==> src/rtl/statelogic.sv <==
// statelogic: control-state sequencer for the multicycle accumulator CPU.
// Walks reset, fetch, decode and execute paths; stalls on memready; counts retires.
module statelogic #(
  parameter int CNT_W = 16
) (
  input  logic             clk,
  input  logic             reset_n,
  input  logic [7:0]       opcode,
  input  logic             zero,
  input  logic             memready,
  output logic [5:0]       state,
  output logic             halted,
  output logic             illegal,
  output logic             instret,
  output logic [CNT_W-1:0] icount
);

  localparam logic [5:0] S_SPI  = 6'd0;
  localparam logic [5:0] S_F0   = 6'd1;
  localparam logic [5:0] S_F1   = 6'd2;
  localparam logic [5:0] S_F2   = 6'd3;
  localparam logic [5:0] S_F3   = 6'd4;
  localparam logic [5:0] S_DEC  = 6'd5;
  localparam logic [5:0] S_ST0  = 6'd6;
  localparam logic [5:0] S_LDI  = 6'd7;
  localparam logic [5:0] S_ALI  = 6'd8;
  localparam logic [5:0] S_REG  = 6'd9;
  localparam logic [5:0] S_MA0  = 6'd10;
  localparam logic [5:0] S_MA1  = 6'd11;
  localparam logic [5:0] S_PC0  = 6'd12;
  localparam logic [5:0] S_PC1  = 6'd13;
  localparam logic [5:0] S_PC2  = 6'd14;
  localparam logic [5:0] S_PC3  = 6'd15;
  localparam logic [5:0] S_PC4  = 6'd16;
  localparam logic [5:0] S_ASR  = 6'd17;
  localparam logic [5:0] S_LSR  = 6'd18;
  localparam logic [5:0] S_ASL  = 6'd19;
  localparam logic [5:0] S_LSL  = 6'd20;
  localparam logic [5:0] S_JMP  = 6'd21;
  localparam logic [5:0] S_JZ   = 6'd22;
  localparam logic [5:0] S_JNZ  = 6'd23;
  localparam logic [5:0] S_POP0 = 6'd24;
  localparam logic [5:0] S_PSH0 = 6'd25;
  localparam logic [5:0] S_POP1 = 6'd26;
  localparam logic [5:0] S_PSH1 = 6'd27;
  localparam logic [5:0] S_ST1  = 6'd28;
  localparam logic [5:0] S_SHW  = 6'd29;
  localparam logic [5:0] S_WB   = 6'd30;
  localparam logic [5:0] S_HLT  = 6'd31;
  localparam logic [5:0] S_INC  = 6'd32;

  localparam logic [1:0] M_IMM = 2'd0;
  localparam logic [1:0] M_REG = 2'd1;
  localparam logic [1:0] M_MEM = 2'd2;

  logic [5:0]       state_q, state_d;
  logic             halted_q, halted_d;
  logic             illegal_q, illegal_d;
  logic             instret_q, instret_d;
  logic [CNT_W-1:0] icount_q, icount_d;

  logic [7:0] grp;
  logic [1:0] mode;
  logic [1:0] sub;
  logic       unused_sub2;
  logic [5:0] dec_state;
  logic       dec_ill;
  logic       dec_halt;
  logic       is_mem;
  logic       stall;
  logic       ill_go;
  logic       retire;

  assign grp         = 8'b1 << opcode[7:5];
  assign mode        = opcode[4:3];
  assign sub         = opcode[1:0];
  assign unused_sub2 = opcode[2];

  always_comb begin
    dec_state = S_HLT;
    dec_ill   = 1'b0;
    dec_halt  = 1'b0;
    unique case (1'b1)
      grp[0]: begin
        unique case (mode)
          M_IMM:   dec_state = S_LDI;
          M_REG:   dec_state = S_REG;
          M_MEM:   dec_state = S_MA0;
          default: dec_state = S_PC0;
        endcase
      end
      grp[1]: begin
        unique case (mode)
          M_IMM:   dec_state = S_ALI;
          M_REG:   dec_state = S_REG;
          M_MEM:   dec_state = S_MA0;
          default: dec_ill   = 1'b1;
        endcase
      end
      grp[2]: dec_state = S_ST0;
      grp[3]: dec_state = S_ASR + {4'd0, sub};
      grp[4]: begin
        unique case (sub)
          2'd0:    dec_state = S_JMP;
          2'd1:    dec_state = S_JZ;
          2'd2:    dec_state = S_JNZ;
          default: dec_ill   = 1'b1;
        endcase
      end
      grp[5]: dec_state = sub[0] ? S_PSH0 : S_POP0;
      grp[6]: dec_ill  = 1'b1;
      grp[7]: dec_halt = 1'b1;
      default: dec_ill = 1'b1;
    endcase
  end

  always_comb begin
    case (state_q)
      S_F0, S_F1, S_F2, S_F3,
      S_MA0, S_PC3, S_POP0, S_PSH0: is_mem = 1'b1;
      default:                      is_mem = 1'b0;
    endcase
  end

  assign stall = is_mem & ~memready;

  // next state; retire flags the edge that completes an instruction
  always_comb begin
    state_d = state_q;
    ill_go  = 1'b0;
    retire  = 1'b0;
    if (!stall) begin
      case (state_q)
        S_SPI:  state_d = S_F0;
        S_F0:   state_d = S_F1;
        S_F1:   state_d = S_F2;
        S_F2:   state_d = S_F3;
        S_F3:   state_d = S_DEC;
        S_DEC: begin
          state_d = dec_state;
          ill_go  = dec_ill;
          retire  = dec_halt;
        end
        S_ST0:  state_d = S_ST1;
        S_ST1:  state_d = S_INC;
        S_LDI:  state_d = S_INC;
        S_ALI:  state_d = S_WB;
        S_REG:  state_d = S_WB;
        S_MA0:  state_d = S_MA1;
        S_MA1:  state_d = S_WB;
        S_PC0:  state_d = S_PC1;
        S_PC1:  state_d = S_PC2;
        S_PC2:  state_d = S_PC3;
        S_PC3:  state_d = S_PC4;
        S_PC4:  state_d = S_WB;
        S_ASR, S_LSR,
        S_ASL, S_LSL: state_d = S_SHW;
        S_SHW:  state_d = S_INC;
        S_JMP: begin
          state_d = S_F0;
          retire  = 1'b1;
        end
        S_JZ: begin
          state_d = zero ? S_F0 : S_INC;
          retire  = zero;
        end
        S_JNZ: begin
          state_d = zero ? S_INC : S_F0;
          retire  = ~zero;
        end
        S_POP0: state_d = S_POP1;
        S_POP1: state_d = S_WB;
        S_PSH0: state_d = S_PSH1;
        S_PSH1: state_d = S_INC;
        S_WB:   state_d = S_INC;
        S_HLT:  state_d = S_HLT;
        S_INC: begin
          state_d = S_F0;
          retire  = 1'b1;
        end
        default: begin
          state_d = S_HLT;
          ill_go  = 1'b1;
        end
      endcase
    end
  end

  always_comb begin
    halted_d  = (state_d == S_HLT);
    illegal_d = illegal_q | ill_go;
    instret_d = retire;
    icount_d  = icount_q + CNT_W'(retire);
  end

  always_ff @(posedge clk or negedge reset_n) begin
    if (!reset_n) begin
      state_q   <= S_SPI;
      halted_q  <= 1'b0;
      illegal_q <= 1'b0;
      instret_q <= 1'b0;
      icount_q  <= '0;
    end else begin
      state_q   <= state_d;
      halted_q  <= halted_d;
      illegal_q <= illegal_d;
      instret_q <= instret_d;
      icount_q  <= icount_d;
    end
  end

  assign state   = state_q;
  assign halted  = halted_q;
  assign illegal = illegal_q;
  assign instret = instret_q;
  assign icount  = icount_q;

endmodule

==> config.mk <==
export PLATFORM = sky130hd
export DESIGN_NAME = statelogic
export DESIGN_NICKNAME = d
export VERILOG_FILES = /design/src/rtl/statelogic.sv
export SDC_FILE = /design/constraint.sdc
export NUM_CORES = 1
export LEC_CHECK = 0
export BUFFER_PORTS_ARGS = -buffer_cell sky130_fd_sc_hd__buf_2
export CORE_UTILIZATION = 48
export DETAILED_ROUTE_END_ITERATION = 8
export GPL_TIMING_DRIVEN = 0
export PLACE_DENSITY_LB_ADDON = 0.3
export SYNTH_ARGS = -nofsm -noshare
export SYNTH_HDL_FRONTEND = slang
export SYNTH_SLANG_ARGS = --single-unit
==> constraint.sdc <==
create_clock -name clk -period 2.1 [get_ports clk]
set_input_delay 0.21 -clock clk [delete_from_list [all_inputs] [get_ports clk]]
set_output_delay 0.21 -clock clk [all_outputs]
set_load 0.01 [all_outputs]
==> flow_summary.toml, run 1 <==
[routing]
viasPerCell = 5.92
drc = 0
ant_nets = 0
drtPass1Iterations = 4
drt_iter0_drc = 149
routedWlPerCell_um = 15.7
wl_mm = 5.20
dr_total_vias = 1961

[setup_path]
ff2ff_setup_slack_ns = -0.18
worstPathRequired_ns = 2.27
crit_arrival_ns = 2.45
r2r_end = "icount[14]"
ff2ff_path_depth = 11
cp-startpoint = "state[0]"
crit_path_start_kind = "flop"
r2r-start = "state[0]"
endpoint_kind = "flop"
critPathMaxFanout = 10
crit_type = "reg2reg"

[synth]
synth-warning-count = 0
synth_flop_cell = "dfrtp_1"
synth_fp_nets = 248
synth_area_um2 = 2070
synth_seq_cells = 25
ys_seq_area_share_pct = 30.2
synth.area.top_cells = "dfrtp_1, ha_1, xnor2_1"
synth_top_area_share_pct = 30.2
synth.most_common_cell = "dfrtp_1"
synth-edff-count = 0
synth_commonest_cells = "dfrtp_1, nor2_1"
syn_area_per_cell_um2 = 9.15
synth.distinct_cells = 64
syn-instance-count = 226
synth_top_area_cell = "dfrtp_1"
synthArstFlopShare_pct = 100

[pwr]
p_clk_share_pct = 33.1
p_int_w = 0.000643
ir_worst_vdd_v = 0.000264
switching_share_pct = 23.1
combPwrFrac_pct = 9.3
p_switching_w = 0.000193
leakagePower_nw = 1.17
powerDensity_nw_per_um2 = 315
totalPowerFinal_w = 0.000835
seq_power_share_pct = 57.6

[place]
hpwl_mm = 3.77
place_ws_ns = -0.288
port_buffers = 35
dp.cells = 311
place_congestion = 0.959

[final_layout]
finalNetCount = 304
fillers = 338
drive_above_1_share_pct = 36.3
layout.cells.non_filler = 331
syn_to_final_growth_pct = 28.1
n_antenna_cell = 0
post-route-util_pct = 65.3

[global_route]
grt_pass1_wl_mm = 8.07
grt_usage_pct = 23.5
grt_pass1_vias = 1671
grt_overflow_total = 0
antenna_found_initial = 0
grt_max_degree = 26

[clock_network]
insertion_delay_ns = 0.27
cts.sinks = 25
ctsLongestPathBuffers = 2
clk_pin_slew_worst_paths_ns = 0.09
cts_made_buffers = 3
cts_tree = "done"
cts_max_level = 1
root_buffer = "clkbuf_8"

[job]
cap_viol_max_count = 0

[timing]
report.final.hold_viol_count = 0
relSlewSlack_pct = 62.8
fin_crit_ns = 2.28
fin_ws_ns = -0.180
setup_viol = 13
rsz0062_at_grt = "true"
finalCritPeriodShare_pct = 109
slew_viol_final = 0
skew_ns = 0.0118
max_freq_mhz = 439
tightest_slew_ns = 0.558

[min_path]
hold_path_end = "state[5]"
holdCritPathClass = "in2reg"
hp-start = "zero"
worstHoldPathCells = 3

[floorplan]
fp.coreArea_um2 = 4060
fp.dieW_um = 67.6
initial_utilization_pct = 51.0
dieArea_um2 = 4580
fp-row-count = 23
die-height_um = 67.6
io_pins = 37

[outcome]
violations = "negative setup slack"
outcome = "complete, but fails checks"
how the worst max path moves through the flow:
stage / to / slack (ns) / cells after the start
4_1_cts: icount[14] / -0.18 / 10
3_5_place_dp: icount[14] / -0.29 / 9
2_1_floorplan: icount[14] / 0.003 / 10
5_1_grt: icount[15] / -0.33 / 9
6_report: icount[14] / -0.18 / 11
3_3_place_gp: icount[14] / -0.28 / 11
placed cells by master (no fill, tap or decap), types with 3 or more instances in the layout:
cell,netlist,final
a211oi_1,3,3
a21oi_1,7,7
and2_1,3,3
and3_1,3,3
and4_1,3,3
buf_2,10,40
buf_4,0,14
buf_6,3,9
clkbuf_1,4,3
clkbuf_8,0,4
dfrtp_1,25,22
dfrtp_2,0,3
ha_1,10,8
inv_1,9,9
nand2_1,10,7
nand2b_1,9,9
nand3_1,9,7
nand4_1,6,6
nor2_1,12,9
nor2b_1,6,5
nor3_1,5,5
nor3b_1,3,3
nor4_1,5,3
o211ai_1,3,3
o21ai_0,4,4
o21bai_1,5,5
or2_2,5,3
or3_1,4,4
xnor2_1,10,10
xor2_1,7,7
power groups by stage:
| stage | sequential, W | clock [W] | combinational, W |
|---|---|---|---|
| after global placement | 0.000490 | 0 | 0.0000695 |
| after detailed placement | 0.000490 | 0 | 0.0000722 |
| final | 0.000481 | 0.000277 | 0.0000776 |
| after floorplan | 0.000491 | 0 | 0.0000383 |
| after global routing | 0.000481 | 0.000313 | 0.0000865 |
| after CTS | 0.000481 | 0.000286 | 0.0000748 |
logic make-up after synthesis:
family                   synth area share [%]
AND/OR/NAND/NOR                          28.6
buffers and inverters                    6.41
AO/OA/AOI/OAI                            21.5
flip-flops                               30.2
adder cells (fa/ha/maj)                  6.05
XOR/XNOR                                 7.20
flip-flops by register name, indices dropped and copies added, names as in the netlist:
register / count
state: 6
instret: 1
icount: 16
halted: 1
illegal: 1
critical path: stages, from the launching register on:
cell      delay, ns
dfrtp_1        0.41
buf_6          0.15
buf_4          0.17
nor4_2         0.30
o21bai_1       0.10
o211ai_1       0.14
ha_2           0.28
ha_4           0.19
nand2_4        0.07
nor2_4         0.10
nand4_1        0.10
xnor2_1        0.14
metrics by stage:
stage          hold WS (ns)  TNS (ns)  cell area [um^2]
2_1_floorplan       -0.0856         0              2150
3_3_place_gp          0.218     -1.46              2390
3_5_place_dp          0.225     -1.65              2390
4_1_cts               0.313     -1.23              2550
5_1_grt               0.346     -3.24              2650
6_report              0.366     -1.31              2650
timing repair:
action	4_1_cts	5_1_grt
hold buffers	1	0
hold endpoints to repair	25	0
endpoints found under the setup margin	11	16
resized for setup	7	11
setup buffers	11	5
pin swaps	10	13
cloned	0	0
layer usage:
metal	global-route usage, %	wire length, um
met3	3.89	246
met4	6.38	49
met5	0	0
met1	33.1	2380
met2	36.5	2520
final cells by class:
class,count,area (um^2),share of cell area [%]
multi-input cells,175,1440,54.2
flip-flops and latches,25,629,23.8
repair buffers,52,317,12.0
plain buffers,16,125,4.72
well taps,50,62.6,2.36
clock buffers,3,41.3,1.56
inverters,9,33.8,1.28
clock inverters,1,5.00,0.189
Note: power is estimated with default switching activity, not from simulation.
==> run 2, diff against run 1 <==
--- a/config.mk
+++ b/config.mk
@@ -5,8 +5,9 @@
 export SDC_FILE = /design/constraint.sdc
 export NUM_CORES = 1
 export LEC_CHECK = 0
+export ABC_AREA = 1
 export BUFFER_PORTS_ARGS = -buffer_cell sky130_fd_sc_hd__buf_2
-export CORE_UTILIZATION = 48
+export CORE_UTILIZATION = 30
 export DETAILED_ROUTE_END_ITERATION = 8
 export GPL_TIMING_DRIVEN = 0
 export PLACE_DENSITY_LB_ADDON = 0.3
==> run 2 against run 1 <==
The flow still finishes with violations (negative setup slack). Critical path depth grew 3. Critical path type unchanged. Critical endpoint is now icount[15]. Clock skew fell by 0.011 ns. Largest cell class unchanged. Area after synthesis fell by 7.6%.
==> flow_summary.toml, run 2 <==
[outcome]
outcome = "complete, but fails checks"
violations = "negative setup slack"

[final_layout]
drive_above_1_share_pct = 36.7
syn_to_final_growth_pct = 42.2
largest_reg_flops = 16
final_common_cell = "nand2_1"
fillers = 613
layout.cells.non_filler = 424
fin_area_um2 = 2720
n_antenna_cell = 0
final_cell_mix = "nand2_1, buf_2, buf_4"
finalNetCount = 372

[pwr]
ir_worst_vdd_v = 0.000288
leakagePower_nw = 1.51
powerDensity_nw_per_um2 = 305
totalPowerFinal_w = 0.000828

[place]
place_congestion = 0.873
place_ws_ns = -0.697
port_buffers = 35
hpwl_mm = 3.59
place_area_um2 = 2250
dp.cells = 385

[global_route]
globalRouteMet3Util_pct = 2.56
grt_pass1_wl_mm = 7.62
busiest_layer = "met2"
grt_usage_pct = 14.4
grt_overflow_total = 0
grt_max_degree = 26
antenna_found_initial = 0
grt_pass1_vias = 1730
grtUsageMet2_pct = 23.5
use_met1_pct = 20.1

[synth]
synth_top_area_cell = "dfrtp_1"
synth.most_common_cell = "nand2_1"
synth_seq_cells = 25
synth-warning-count = 0
synth_flop_cell = "dfrtp_1"
synth_top_area_share_pct = 32.7
synth_fp_nets = 297
syn_area_per_cell_um2 = 6.95
synth.distinct_cells = 28
syn-instance-count = 275
synth_commonest_cells = "nand2_1, nor2_1, inv_1, nand3_1, dfrtp_1"
synth.area.top_cells = "dfrtp_1, nand2_1, nand3_1"
synth_area_um2 = 1910
synth-edff-count = 0
synthArstFlopShare_pct = 100
ys_seq_area_share_pct = 32.7

[setup_path]
crit_type = "reg2reg"
worstPathRequired_ns = 2.29
ff2ff_setup_slack_ns = -0.37
critPathMaxFanout = 4
crit_path_start_kind = "flop"
crit_arrival_ns = 2.67
endpoint_kind = "flop"

[floorplan]
fp.coreArea_um2 = 6030
fp.dieW_um = 81.8
fp-row-count = 28
initial_utilization_pct = 31.7
io_pins = 37
die-height_um = 81.8
dieArea_um2 = 6690

[timing]
tightest_slew_ns = 0.554
fin_ws_ns = -0.374
relSlewSlack_pct = 63.1
slew_viol_final = 0
max_freq_mhz = 404
report.final.hold_viol_count = 0
rsz0062_at_grt = "true"
skew_ns = 0.00116
fin_crit_ns = 2.47
setup_viol = 9
finalCritPeriodShare_pct = 118

[job]
cap_viol_max_count = 0

[clock_network]
clk_pin_slew_worst_paths_ns = 0.08
cts_max_level = 1
cts.sinks = 25
cts_tree = "done"
root_buffer = "clkbuf_8"
insertion_delay_ns = 0.26
cts_made_buffers = 3
ctsLongestPathBuffers = 2

[min_path]
holdCritPathClass = "in2reg"

[routing]
drc = 0
wl_mm = 5.20
drt_iter0_drc = 240
dr_total_vias = 2045
drtPass1Iterations = 4
ant_nets = 0
viasPerCell = 4.82
routedWlPerCell_um = 12.3
==> run 2: worst paths after layout <==
kind | start | depth (start not counted) | end
worst min-delay path | zero | 2 | state[5]
min in group asynchronous | reset_n | 2 | icount[3]
worst max register to register | state[4] | 14 | icount[15]
max in group asynchronous | reset_n | 2 | state[1]
worst max-delay path | state[4] | 14 | icount[15]
worst min register to register | icount[15] | 1 | icount[15]
==> run 2: kinds of logic after synthesis <==
kind of cell / synth area share (%)
and+or+nand+nor: 39.5
buffers and inverters: 8.64
DFF: 32.7
AOI/OAI and AO/OA: 6.16
xor gates and xnor gates: 6.42
adders and majority gates: 6.55
==> run 2: critical path, cell delays in order, from the launching register on <==
cell and delay, ns:
dfrtp_2 0.45, inv_2 0.08, nor2_4 0.11, buf_6 0.12, nand3_4 0.08, o21ai_4 0.19
a31oi_4 0.05, nand3_2 0.11, ha_4 0.14, and3_4 0.19, nand4_1 0.15, nor3_2 0.23
nand2_1 0.13, nor3b_2 0.21, xor2_1 0.15
==> run 2: layout make-up <==
class / count / area (um^2) / area share (%)
Clock buffer: 3 / 41.3 / 1.52
Clock inverter: 1 / 5.00 / 0.184
Multi-Input combinational cell: 211 / 1310 / 48.2
Timing Repair Buffer: 71 / 467 / 17.2
Buffer: 2 / 22.5 / 0.829
Tap cell: 75 / 93.8 / 3.45
Sequential cell: 25 / 632 / 23.3
Inverter: 36 / 145 / 5.34
==> run 2: where the power goes <==
part	internal [W]	leakage [nW]	total (W)	switching, W
registers	0.000481	0.284	0.000481	0
logic	0.0000232	1.20	0.0000685	0.0000453
clock network	0.000132	0.0255	0.000279	0.000146
==> run 2: routing by layer <==
metal	routed length, um	share of wire [%]
met5	0	0
met4	61	1.2
met3	282	5.4
met2	2500	48
met1	2360	45
==> run 2: through the flow <==
step / hold slack [ns] / utilization, % / TNS, ns
finish: 0.238 / 45.1 / -2.40
detailed placement: 0.242 / 37.4 / -4.17
global route: 0.256 / 45.1 / -3.54
floorplan: -0.0856 / - / -1.18
global placement: 0.235 / 37.4 / -4.52
CTS: 0.247 / 41.5 / -2.30
==> run 2: timing repair <==
item / in CTS / in global routing
hold buffers: 1 / 0
setup buffers: 15 / 22
endpoints found under the hold margin: 25 / 0
endpoints found under the setup margin: 10 / 15
resized for setup: 18 / 22
pin swaps: 14 / 16
==> run 3, diff against run 2 <==
--- a/config.mk
+++ b/config.mk
@@ -10,6 +10,8 @@
 export CORE_UTILIZATION = 30
 export DETAILED_ROUTE_END_ITERATION = 8
 export GPL_TIMING_DRIVEN = 0
+export HOLD_SLACK_MARGIN = 0.06
+export MAX_ROUTING_LAYER = met4
 export PLACE_DENSITY_LB_ADDON = 0.3
 export SYNTH_ARGS = -nofsm -noshare
 export SYNTH_HDL_FRONTEND = slang
==> run 3 against run 2 <==
Largest cell class unchanged. Clock skew hardly changed. The flow still finishes with violations (negative setup slack). Setup slack got worse by 0.087 ns. Clock power barely moved.
==> flow_summary.toml, run 3 (synthesis gave the netlist of run 2 again) <==
[global_route]
grt_overflow_total = 0
grt_pass1_wl_mm = 7.61
grt_max_degree = 26
grt_usage_pct = 14.9
antenna_found_initial = 0
grt_pass1_vias = 1702

[timing]
slew_viol_final = 0
relSlewSlack_pct = 63.8
final.setup.tns_ns = -3.01
max_freq_mhz = 390
fin_crit_ns = 2.56
finalCritPeriodShare_pct = 122
rsz0062_at_grt = "true"
tightest_slew_ns = 0.543
skew_ns = 0.00144
report.final.hold_viol_count = 0
hold_slack_ns = 0.229
fin_ws_ns = -0.461
setup_viol = 9

[floorplan]
die-height_um = 81.8
dieArea_um2 = 6690
io_pins = 37
initial_utilization_pct = 31.7
fp.coreArea_um2 = 6030
fp-row-count = 28
fp.dieW_um = 81.8

[final_layout]
n_antenna_cell = 0
post-route-util_pct = 44.3
drive_above_1_share_pct = 33.6
final_cell_mix = "nand2_1, buf_2, nor2_1"
layout.cells.non_filler = 423
finalNetCount = 371
final_common_cell = "nand2_1"
largest_reg_flops = 16
syn_to_final_growth_pct = 39.8

[clock_network]
ctsLongestPathBuffers = 2
clk_pin_slew_worst_paths_ns = 0.08
insertion_delay_ns = 0.27
cts_made_buffers = 3
root_buffer = "clkbuf_8"
cts_tree = "done"
cts.sinks = 25
cts_max_level = 1

[pwr]
powerDensity_nw_per_um2 = 310
p_clk_share_pct = 33.7
seq_power_share_pct = 58.2
leakagePower_nw = 1.48
p_int_w = 0.000636
switching_share_pct = 23.0
ir_worst_vdd_v = 0.000252
combPwrFrac_pct = 8.1
p_switching_w = 0.000190

[job]
cap_viol_max_count = 0

[min_path]
holdCritPathClass = "in2reg"

[outcome]
outcome = "complete, but fails checks"
violations = "negative setup slack"

[setup_path]
worstPathRequired_ns = 2.26
critical-path-top-delay-family = "simple AND/OR/NAND/NOR gates"
critPathMaxFanout = 6
timing.critical_path.buf_inv = 3
max_stage_delay_ns = 0.44
crit_path_start_kind = "flop"
crit_path_top_delay_cell = "dfrtp_2"
cp_cell_sequence = "inv_4 > nor2_4 > nand3_4 > o21ai_4 > a31oi_4 > nand3_2 > ha_4 > and3_4 > nand4_1 > nor3_2 > buf_4 > buf_6 > nand4_1 > xnor2_1"
cpMostUsedCell = "nand4_1"
crit_type = "reg2reg"
crit_arrival_ns = 2.72
endpoint_kind = "flop"

[routing]
drc = 0
wl_mm = 5.08
drt_iter0_drc = 166
ant_nets = 0
routedWlPerCell_um = 12.0
drtPass1Iterations = 4
dr_total_vias = 2014
viasPerCell = 4.76

[place]
port_buffers = 35
hpwl_mm = 3.57
place_congestion = 0.884
dp.cells = 385
==> run 3: changes by cell type in the layout (fill, tap and decap cells not counted), moves of 2 or more <==
| cell | delta |
|---|---|
| a21oi_1 | +2 |
| a21oi_2 | -2 |
| nand2_1 | +3 |
| nand2_2 | -2 |
| nand3_1 | +2 |
| nand3_2 | -2 |
| nor2_1 | +3 |
| nor2_2 | -2 |
==> run 3: per-stage QoR <==
| stage | total power, W | instance area [um^2] | worst slack, ns |
|---|---|---|---|
| floorplan | 0.000522 | 1980 | -0.292 |
| CTS | 0.000841 | 2500 | -0.460 |
| global route | 0.000868 | 2670 | -0.598 |
| global placement | 0.000555 | 2250 | -0.726 |
| finish | 0.000827 | 2670 | -0.461 |
| detailed placement | 0.000556 | 2250 | -0.696 |
==> run 3: path summary, 6_finish.rpt <==
path                                from         end  slack (ns)  depth (start not counted)
worst max register to register  state[2]  icount[13]       -0.46                         14
min in group asynchronous        reset_n   icount[3]        0.46                          2
worst min-delay path                zero    state[5]        0.23                          2
max in group asynchronous        reset_n    state[4]        1.25                          2
worst max-delay path            state[2]  icount[13]       -0.46                         14
worst min register to register   illegal     illegal        0.48                          2
==> run 3: area by class of cell <==
type / count / area, um^2
flip-flops and latches: 25 / 631
repair buffers: 70 / 459
fillers: 623 / 3360
inverters: 36 / 143
well taps: 75 / 93.8
clock buffers: 3 / 41.3
multi-input cells: 211 / 1270
clock inverters: 1 / 5.00
plain buffers: 2 / 22.5
==> run 3: repair_timing <==
action	CTS	global route
hold buffers	1	0
endpoints found under the setup margin	11	15
gates resized for setup	12	16
hold endpoints to repair	25	0
buffers inserted	43	18
pin swaps	15	16
cloned	0	0
==> run 3: per-layer routing <==
metal  up-vias  part of all wire [%]  routed length (um)  GRT usage [%]
li1       1027                     -                   -              -
met1       921                    45                2290           20.8
met2        60                    49                2480           23.4
met3         6                   5.2                 265           2.11
met4         0                  0.87                  44           2.11
met5         -                     0                   0              -
==> run 3: power by group through the flow <==
stage                     registers [W]  logic (W)  clock network, W
after global placement         0.000490  0.0000645                 0
after floorplan                0.000491  0.0000318                 0
final                          0.000481  0.0000669          0.000279
after detailed placement       0.000490  0.0000654                 0
after global routing           0.000481  0.0000785          0.000309
after CTS                      0.000481  0.0000685          0.000292
